<file path="config.mk">
export PLATFORM = sky130hd
export DESIGN_NAME = seq_divider_hs_flat
export DESIGN_NICKNAME = d
export VERILOG_FILES = /design/src/rtl/seq_divider_hs_if.sv /design/src/rtl/seq_divider_hs.sv /design/src/flat_wrapper.sv
export SDC_FILE = /design/constraint.sdc
export NUM_CORES = 1
export LEC_CHECK = 0
export ABC_AREA = 1
export CAP_MARGIN = 15
export CELL_PAD_IN_SITES_DETAIL_PLACEMENT = 0
export CELL_PAD_IN_SITES_GLOBAL_PLACEMENT = 1
export CORE_MARGIN = 8
export CORE_UTILIZATION = 35
export DETAILED_ROUTE_END_ITERATION = 7
export HOLD_SLACK_MARGIN = 0.12
export PLACE_DENSITY = 0.81
export SYNTH_ARGS = -nofsm -noshare
export SYNTH_HDL_FRONTEND = slang
export SYNTH_SLANG_ARGS = --single-unit
</file>
<file path="constraint.sdc">
create_clock -name clk_in -period 1.9 [get_ports clk_in]
set_input_delay 0.38 -clock clk_in [delete_from_list [all_inputs] [get_ports clk_in]]
set_output_delay 0.38 -clock clk_in [all_outputs]
set_load 0.01 [all_outputs]
</file>
<file path="src/rtl/seq_divider_hs_if.sv">
// rtl/seq_divider_hs_if.sv - request/result handshake bundle for seq_divider_hs (signed_in exists only with DIVIDER_SIGNED_EN)
interface seq_divider_hs_if #(
    parameter int WIDTH     = 32,
    parameter int TAG_WIDTH = 4
);
    logic [WIDTH-1:0]     dividend_in;
    logic [WIDTH-1:0]     divisor_in;
    logic [TAG_WIDTH-1:0] tag_in;
`ifdef DIVIDER_SIGNED_EN
    logic                 signed_in;
`endif
    logic                 in_valid_in;
    logic                 in_ready_out;
    logic [WIDTH-1:0]     quotient_out;
    logic [WIDTH-1:0]     remainder_out;
    logic [TAG_WIDTH-1:0] tag_out;
    logic                 error_out;
    logic                 result_valid_out;
    logic                 result_ready_in;

    modport master (
        output dividend_in, divisor_in, tag_in,
`ifdef DIVIDER_SIGNED_EN
        output signed_in,
`endif
        output in_valid_in, result_ready_in,
        input  in_ready_out, quotient_out, remainder_out, tag_out, error_out, result_valid_out
    );

    modport slave (
        input  dividend_in, divisor_in, tag_in,
`ifdef DIVIDER_SIGNED_EN
        input  signed_in,
`endif
        input  in_valid_in, result_ready_in,
        output in_ready_out, quotient_out, remainder_out, tag_out, error_out, result_valid_out
    );
endinterface

</file>
<file path="src/rtl/seq_divider_hs.sv">
// rtl/seq_divider_hs.sv - iterative restoring divider, radix 2^RADIX_BITS, ready/valid both sides; DIVIDER_SIGNED_EN adds signed mode
module seq_divider_hs #(
    parameter int WIDTH      = 32,
    parameter int RADIX_BITS = 1,
    parameter int TAG_WIDTH  = 4
) (
    input logic             clk_in,
    input logic             rst_in,
    seq_divider_hs_if.slave bus
);
    localparam int ITER  = WIDTH / RADIX_BITS;
    localparam int CNT_W = $clog2(ITER + 1);

    typedef enum logic [1:0] {IDLE, DIVIDING, DONE} state_t;

    state_t               state;
    logic [WIDTH:0]       rem_q;
    logic [WIDTH-1:0]     quo_q;
    logic [WIDTH-1:0]     div_q;
    logic [CNT_W-1:0]     cnt_q;
    logic [TAG_WIDTH-1:0] tag_q;
    logic                 neg_quo_q;
    logic                 neg_rem_q;

    logic [WIDTH:0]       rem_nx;
    logic [WIDTH-1:0]     quo_nx;
    logic [WIDTH-1:0]     quo_fin;
    logic [WIDTH-1:0]     rem_fin;
    logic                 a_neg;
    logic                 b_neg;
    logic [WIDTH-1:0]     mag_a;
    logic [WIDTH-1:0]     mag_b;
    logic                 accept;

`ifdef DIVIDER_SIGNED_EN
    assign a_neg = bus.signed_in & bus.dividend_in[WIDTH-1];
    assign b_neg = bus.signed_in & bus.divisor_in[WIDTH-1];
`else
    assign a_neg = 1'b0;
    assign b_neg = 1'b0;
`endif
    assign mag_a  = a_neg ? -bus.dividend_in : bus.dividend_in;
    assign mag_b  = b_neg ? -bus.divisor_in  : bus.divisor_in;
    assign accept = bus.in_valid_in & bus.in_ready_out;

    // quo_q doubles as the dividend shift register; quotient bits fill in from the bottom
    always_comb begin
        rem_nx = rem_q;
        quo_nx = quo_q;
        for (int i = 0; i < RADIX_BITS; i++) begin
            rem_nx = {rem_nx[WIDTH-1:0], quo_nx[WIDTH-1]};
            quo_nx = {quo_nx[WIDTH-2:0], 1'b0};
            if (rem_nx >= {1'b0, div_q}) begin
                rem_nx    = rem_nx - {1'b0, div_q};
                quo_nx[0] = 1'b1;
            end
        end
    end

    assign quo_fin = neg_quo_q ? -quo_nx : quo_nx;
    assign rem_fin = neg_rem_q ? -rem_nx[WIDTH-1:0] : rem_nx[WIDTH-1:0];

    always_ff @(posedge clk_in) begin
        if (rst_in) begin
            state                <= IDLE;
            rem_q                <= '0;
            quo_q                <= '0;
            div_q                <= '0;
            cnt_q                <= '0;
            tag_q                <= '0;
            neg_quo_q            <= 1'b0;
            neg_rem_q            <= 1'b0;
            bus.in_ready_out     <= 1'b0;
            bus.quotient_out     <= '0;
            bus.remainder_out    <= '0;
            bus.tag_out          <= '0;
            bus.error_out        <= 1'b0;
            bus.result_valid_out <= 1'b0;
        end else begin
            case (state)
                IDLE: begin
                    bus.in_ready_out <= 1'b1;
                    if (accept) begin
                        bus.in_ready_out <= 1'b0;
                        if (bus.divisor_in == '0) begin
                            // result is loaded now; valid follows on the next edge
                            bus.quotient_out  <= '1;
                            bus.remainder_out <= bus.dividend_in;
                            bus.tag_out       <= bus.tag_in;
                            bus.error_out     <= 1'b1;
                            state             <= DONE;
                        end else begin
                            rem_q     <= '0;
                            quo_q     <= mag_a;
                            div_q     <= mag_b;
                            cnt_q     <= CNT_W'(ITER);
                            tag_q     <= bus.tag_in;
                            neg_quo_q <= a_neg ^ b_neg;
                            neg_rem_q <= a_neg;
                            state     <= DIVIDING;
                        end
                    end
                end
                DIVIDING: begin
                    rem_q <= rem_nx;
                    quo_q <= quo_nx;
                    cnt_q <= cnt_q - CNT_W'(1);
                    if (cnt_q == CNT_W'(1)) begin
                        bus.quotient_out     <= quo_fin;
                        bus.remainder_out    <= rem_fin;
                        bus.tag_out          <= tag_q;
                        bus.error_out        <= 1'b0;
                        bus.result_valid_out <= 1'b1;
                        state                <= DONE;
                    end
                end
                DONE: begin
                    if (!bus.result_valid_out) begin
                        bus.result_valid_out <= 1'b1;
                    end else if (bus.result_ready_in) begin
                        bus.result_valid_out <= 1'b0;
                        bus.in_ready_out     <= 1'b1;
                        state                <= IDLE;
                    end
                end
                default: begin
                    state <= IDLE;
                end
            endcase
        end
    end
endmodule
</file>
<file path="src/flat_wrapper.sv">
// flat-port wrapper written by rule: the top's interface ports become plain ports
module seq_divider_hs_flat 
#(
    parameter int WIDTH      = 32,
    parameter int RADIX_BITS = 1,
    parameter int TAG_WIDTH  = 4
)
  (clk_in, rst_in, bus_dividend_in, bus_divisor_in, bus_tag_in, bus_in_valid_in, bus_result_ready_in, bus_in_ready_out, bus_quotient_out, bus_remainder_out, bus_tag_out, bus_error_out, bus_result_valid_out);
  seq_divider_hs_if #(.WIDTH(WIDTH), .TAG_WIDTH(TAG_WIDTH)) bus_i ();
  input logic clk_in;
  input logic rst_in;
  input wire logic [$bits(bus_i.dividend_in)-1:0] bus_dividend_in;
  input wire logic [$bits(bus_i.divisor_in)-1:0] bus_divisor_in;
  input wire logic [$bits(bus_i.tag_in)-1:0] bus_tag_in;
  input wire logic [$bits(bus_i.in_valid_in)-1:0] bus_in_valid_in;
  input wire logic [$bits(bus_i.result_ready_in)-1:0] bus_result_ready_in;
  output wire logic [$bits(bus_i.in_ready_out)-1:0] bus_in_ready_out;
  output wire logic [$bits(bus_i.quotient_out)-1:0] bus_quotient_out;
  output wire logic [$bits(bus_i.remainder_out)-1:0] bus_remainder_out;
  output wire logic [$bits(bus_i.tag_out)-1:0] bus_tag_out;
  output wire logic [$bits(bus_i.error_out)-1:0] bus_error_out;
  output wire logic [$bits(bus_i.result_valid_out)-1:0] bus_result_valid_out;
  assign bus_i.dividend_in = bus_dividend_in;
  assign bus_i.divisor_in = bus_divisor_in;
  assign bus_i.tag_in = bus_tag_in;
  assign bus_i.in_valid_in = bus_in_valid_in;
  assign bus_i.result_ready_in = bus_result_ready_in;
  assign bus_in_ready_out = bus_i.in_ready_out;
  assign bus_quotient_out = bus_i.quotient_out;
  assign bus_remainder_out = bus_i.remainder_out;
  assign bus_tag_out = bus_i.tag_out;
  assign bus_error_out = bus_i.error_out;
  assign bus_result_valid_out = bus_i.result_valid_out;
  seq_divider_hs #(.WIDTH(WIDTH), .RADIX_BITS(RADIX_BITS), .TAG_WIDTH(TAG_WIDTH)) u_core (.clk_in(clk_in), .rst_in(rst_in), .bus(bus_i));
endmodule
</file>
Yosys cells after proc, flatten, opt, wreduce, memory -nomap -nowiden
Index checks and enable logic that the tools add are counted.
Storage, ports and cells
  register bits after elaboration: 179
  bits of input ports: 72
  logic and storage cells: 78
  output and inout port bits: 71
Operators by class
  equal/unequal tests: 9
  reductions and logical operators: 11
  muxes and demuxes: 41
  add/subtract/negate cells: 2
  magnitude comparators: 1
  bitwise operators: 2
Operators with widths (number)
  32-bit 2-to-1 mux: 11
  32-bit case mux with 2 select lines: 4
  33-bit by 32-bit greater-or-equal comparator with 1-bit output: 1
  32-bit zero test: 1
  32-bit subtractor: 1
  4-bit 2-to-1 mux: 3
  6-bit 2-to-1 mux: 2
  6-bit case mux with 2 select lines: 1
  1-bit 2-to-1 mux: 10
  2-bit 2-to-1 mux: 5
  3-bit AND reduction: 3
  2-bit by 1-bit != test with 1-bit output, second input constant: 4
  4-bit case mux with 2 select lines: 1
  4-bit AND reduction: 2
  6-bit by 1-bit == test with 1-bit output, second input constant: 1
  1-bit case mux with 2 select lines: 3
  2-bit case mux with 3 select lines: 1
  2-bit nonzero test: 3
  6-bit by 1-bit subtractor with 6-bit output, second input constant: 1
  2-bit != test, second input constant: 2
  2-bit by 1-bit == test with 1-bit output, second input constant: 1
  2-bit == test, second input constant: 1
  2-bit zero test: 1
  2-bit AND reduction: 1
  other kinds (2): 2

Depth between registers and ports, before layout
  word-level depth: 4
  mapped depth: 18
  depth with buffers taken out: 17

Worst setup path before layout
OpenSTA, ideal clock, no wires.
  kind: register -> register
  start point: register u_core.quo_q[31]
  end point: register u_core.rem_q[28]
  data required time: 1791 ps
  arrival time: 1827 ps
  clock period less this slack: 1936 ps
  stages on the path, launching flop included: 17
  setup time: 109 ps
  buffers on the path: 0
  slack: -36 ps
  path through: dfxtp_1 inv_1 ha_1 inv_1 fa_1 nand3_1 nand3_1 nand3_1 nand3b_1 nand2_1 nand2_1 nand2_1 nand2_1 nand3_1 nand3_1 nand2_1 inv_1
Between the ends
  word-level cells in the longest chain between the ends: 3
  elaborated cells between the ends (all ways): 4
  those cells by class: 1 x add/sub; 1 x order compare; 2 x mux
Ends and longest elaborated chain
  from (decl): RTL line seq_divider_hs.sv:18  | logic [WIDTH-1:0] quo_q;
  from (signal assigned): RTL line seq_divider_hs.sv:94  | quo_q <= mag_a;
  from (signal assigned): RTL line seq_divider_hs.sv:106  | quo_q <= quo_nx;
  32-bit subtractor or 33-bit by 32-bit greater-or-equal comparator with 1-bit output (tied branches): RTL line seq_divider_hs.sv:54, seq_divider_hs.sv:53
  32-bit 2-to-1 mux (*): RTL line seq_divider_hs.sv:53  | if (rem_nx >= {1'b0, div_q}) begin
  32-bit case mux with 2 select lines (*): RTL line seq_divider_hs.sv:80  | case (state)
  to (signal assigned): RTL line seq_divider_hs.sv:105  | rem_q <= rem_nx;
  to (decl): RTL line seq_divider_hs.sv:17  | logic [WIDTH:0] rem_q;
Every way passes the cells marked *; elsewhere a longest branch is shown, timed or not.
A chain may end at the register's enable or synchronous reset.

Final worst setup path
  start point: register u_core.div_q[11]
  end point: register u_core.rem_q[18]
Between the ends
  word-level cells in the longest chain between the ends: 3
  elaborated cells between the ends (all ways): 4
  those cells by class: 1 x add/sub; 1 x order compare; 2 x mux
Ends and longest elaborated chain
  from (decl): RTL line seq_divider_hs.sv:19  | logic [WIDTH-1:0] div_q;
  from (signal assigned): RTL line seq_divider_hs.sv:95  | div_q <= mag_b;
  32-bit subtractor or 33-bit by 32-bit greater-or-equal comparator with 1-bit output (tied branches): RTL line seq_divider_hs.sv:54, seq_divider_hs.sv:53
  32-bit 2-to-1 mux (*): RTL line seq_divider_hs.sv:53
  32-bit case mux with 2 select lines (*): RTL line seq_divider_hs.sv:80
Marked as above.

==> impl_results.md <==
* Worst slew pin tran at 0.450 ns
* NumNets Final at around 2,200
* Library cells used by synthesis at 37
* Yosys top cell area share at 0.331
* R2R Path End: u_core.rem_q[18]
* Core footprint at about 31,000 um2
* Tmin final at 2.23 ns
* Final worst setup slack at -0.326 ns
* Yosys warns at 0
* Vias per inst at about 4.8
* CTS sink cnt at 179
* N_diodes at 0
* # IOs at approximately 140
* Starting Density at 0.354
* Drt wl/cell at around 16 um
* XOR/XNOR Fraction of Synth Area at 0.0138
* Initial antenna violation count at 1
* FP Rows at 64
* Mux share of post-synthesis cell area at 0
* Final Wtd Congestion at slightly below 0.9
* Failing checks: setup timing
* Synth Area in Compound Gates at 0.0810
* H-tree depth at 4
* Post-Synth Adder-Cell Area at 0.0412
* RSZ-0062 raised after global routing: yes
* Status: finished, violations left
* CTS tree: built
* Die Height at approximately 190 um
* R2R Setup Slk at -0.33 ns
* Area leader, netlist: dfxtp_1
* GRT Total Usage at 0.206
* ANT nets after route at 0
* Layout cells sized above 1 at 0.319
* Final worst-path cycle share at 1.17
* Worst Reg2Reg Path Length in Cells at 16
* DRT iter0 DRCs at around 850
* First drt pass iteration count at 6
* DIE AREA at 36,800 um2
* Fill cell count at ~2,900
* Port buffer count at 142
* Avg Cell Area, Syn at ~6.2 um2
* Pwr Density at 1040 nW/um2
* Top_reg_cell synth: dfxtp_1
* Area grow syn2layout at 59.4%
* Sequential area share after synthesis at 0.331
* #FFs+latches synth at 179
* Simple-gate share of the synthesized area at 0.395
* Pin count of the biggest net entering global routing at 71
* Fmax at roughly 0.45 GHz
* Mapped Cells at ~1,800
* Worst-skew pair later-pin latency at 0.44 ns
* Final Slew Violations at 0
* Final setup viols at 66
* Width of the die at 192 um
* Final Hold Fails at 0
* First-pass GRT wire length at approximately 61,000 um
* Setup CP Type: reg -> reg
* Worst EP arrival at 2.56 ns
* Reg area at 3640 um2
* Max Cap Viol at 0
* Multi-input gate area at between 7000 and 8000 um2
* CTS root buf: clkbuf_16
* Gr ovfl total at 0
* Synth Net Count at around 1,900
* Worst Setup End Kind: register
* Hold Crit Depth at 4
* Largest family of logic cells by synthesized area: simple AND/OR/NAND/NOR gates
* Peak VDD IR at 839 uV
* Critical R2R Launch: u_core.div_q[11]
* Total Wirelength at 40,300 um
* CTS max path bufs at 2
* Worst slack, placed at -0.830 ns
* Total power at between 0.015 and 0.02 W
* Dpl hpwl at roughly 28,000 um
* Hold Buf Count CTS at 0
* Post-synth EDFFs at 0
* Cts bufs inserted at 17
* Leakage power at slightly below 9 nW
* Critical Path Fanout Max at 6
* Post-route DRC at 0
* HP Class: in -> reg
* Hold Slack at between 0.2 and 0.3 ns
* Max-slew headroom at 0.700
* Critical Path Source Type: register
* Top cells by area, synth: dfxtp_1 (33%), nand2_1 (16%), nor2_1 (11%)
* Min-delay src: bus_divisor_in[6]
* Vias in the first global route at about 12,000
* CP Data Required Time at around 2.2 ns
* Hold Path End: u_core.div_q[6]
* Clock transition at path regs at about 0.070 ns
* Clk_skew at ~0.013 ns
* Netlist Area Pre-Place at ~11,000 um2
* Vias at 12,130
* Asr flop ratio synth at 0
cell families after synthesis:
group | Yosys count
flops | 179
xor+xnor | 17
buf+inv | 368
simple gates | 986
compound gates | 172
fa+ha+maj | 35
layout by cell type (no fill, tap or decap), types with 22 or more instances in the layout:
cell             instances
nand2_1                377
buf_4                  220
inv_2                   42
dfxtp_1                135
nand3_4                 28
nand4_1                 47
nor2_1                 287
clkdlybuf4s50_1        110
a21oi_1                 40
nand2_2                 66
o21ai_0                110
ha_4                    32
nand3_2                 80
buf_12                  25
inv_1                  249
nand3_1                 30
dfxtp_2                 44
clkbuf_16               22
cells in the mapped netlist, types with 2 or more instances:
library cell    n
a21oi_1        51
and2_1          6
buf_1           3
buf_12          2
buf_2          24
buf_4           8
clkbuf_1       36
clkinv_1        3
dfxtp_1       179
ha_1           34
inv_1         289
inv_2           2
nand2_1       452
nand2_2         6
nand3_1       107
nand3_2        30
nand4_1        47
nor2_1        313
nor2_2          5
nor2_4          3
nor3_1          8
nor4_1          4
o21ai_0       114
o21bai_1        3
xor2_1         16
registers in the layout, indices dropped and copies added (netlist names):
signal	flops
u_core.bus.quotient_out	32
u_core.bus.remainder_out	32
u_core.div_q	32
u_core.quo_q	32
u_core.rem_q	32
u_core.cnt_q	6
u_core.bus.tag_out	4
u_core.tag_q	4
u_core.state	2
u_core.bus.error_out	1
u_core.bus.in_ready_out	1
u_core.bus.result_valid_out	1
per-layer routing:
| layer | vias up | GRT usage | routed length, um |
|---|---|---|---|
| met1 | 5577 | 0.271 | 18100 |
| met2 | 343 | 0.350 | 19100 |
| met3 | 51 | 0.0296 | 2180 |
| met5 | - | 0 | 13 |
| li1 | 6157 | - | - |
| met4 | 2 | 0.0530 | 813 |
what timing repair did:
action                     CTS  global route
pin swaps                   47            99
cloned                       7             8
setup endpoints to repair  177           156
setup buffers               23            25
gates resized for setup    187           255
through the flow:
stage	area, um2	setup TNS [ns]	utilization	std cells
after global routing	17200	-24.44	0.565	2527
after floorplan	11000	0	-	1757
after global placement	14400	-122.73	0.471	2437
after detailed placement	14400	-127.51	0.471	2437
final	17200	-16.67	0.565	2527
after CTS	16100	-16.35	0.527	2498
worst max-delay path by stage:
| stage | to | depth (start not counted) | slack, ns | from |
|---|---|---|---|---|
| after floorplan | u_core.rem_q[10] | 14 | 0.005 | u_core.div_q[6] |
| final | u_core.rem_q[18] | 16 | -0.33 | u_core.div_q[11] |
| after detailed placement | u_core.quo_q[7] | 11 | -0.83 | bus_divisor_in[15] |
| after global placement | u_core.quo_q[0] | 10 | -0.80 | bus_divisor_in[15] |
| after CTS | u_core.rem_q[7] | 16 | -0.29 | u_core.div_q[6] |
| after global routing | u_core.rem_q[18] | 16 | -0.45 | u_core.div_q[11] |
critical path, stage by stage (launching register included):
cell	delay, ns
dfxtp_2	0.34
inv_2	0.05
ha_4	0.29
buf_6	0.10
nand2_4	0.06
nor2_4	0.13
nand2_2	0.09
nor2_4	0.14
inv_2	0.05
nor2_4	0.12
nor2_4	0.06
buf_8	0.15
buf_12	0.14
nand4_1	0.16
nand3_2	0.10
nand2_1	0.08
inv_1	0.05
power by group:
group	switching, W	internal [W]	leakage [nW]	total [W]
clock network	0.00168	0.00186	0.273	0.00355
registers	0.000303	0.00414	1.48	0.00445
logic	0.00545	0.00454	6.89	0.00999
total	0.00743	0.0105	8.64	0.0180
final cells by class:
cell class,instances,share of cell area
Clock buffer,18,0.0255
Clock inverter,13,0.00726
Inverter,294,0.0643
Multi-Input combinational cell,1211,0.426
Sequential cell,179,0.211
Tap cell,396,0.0288
Timing Repair Buffer,416,0.237
Power figures use the tool's default switching activity.
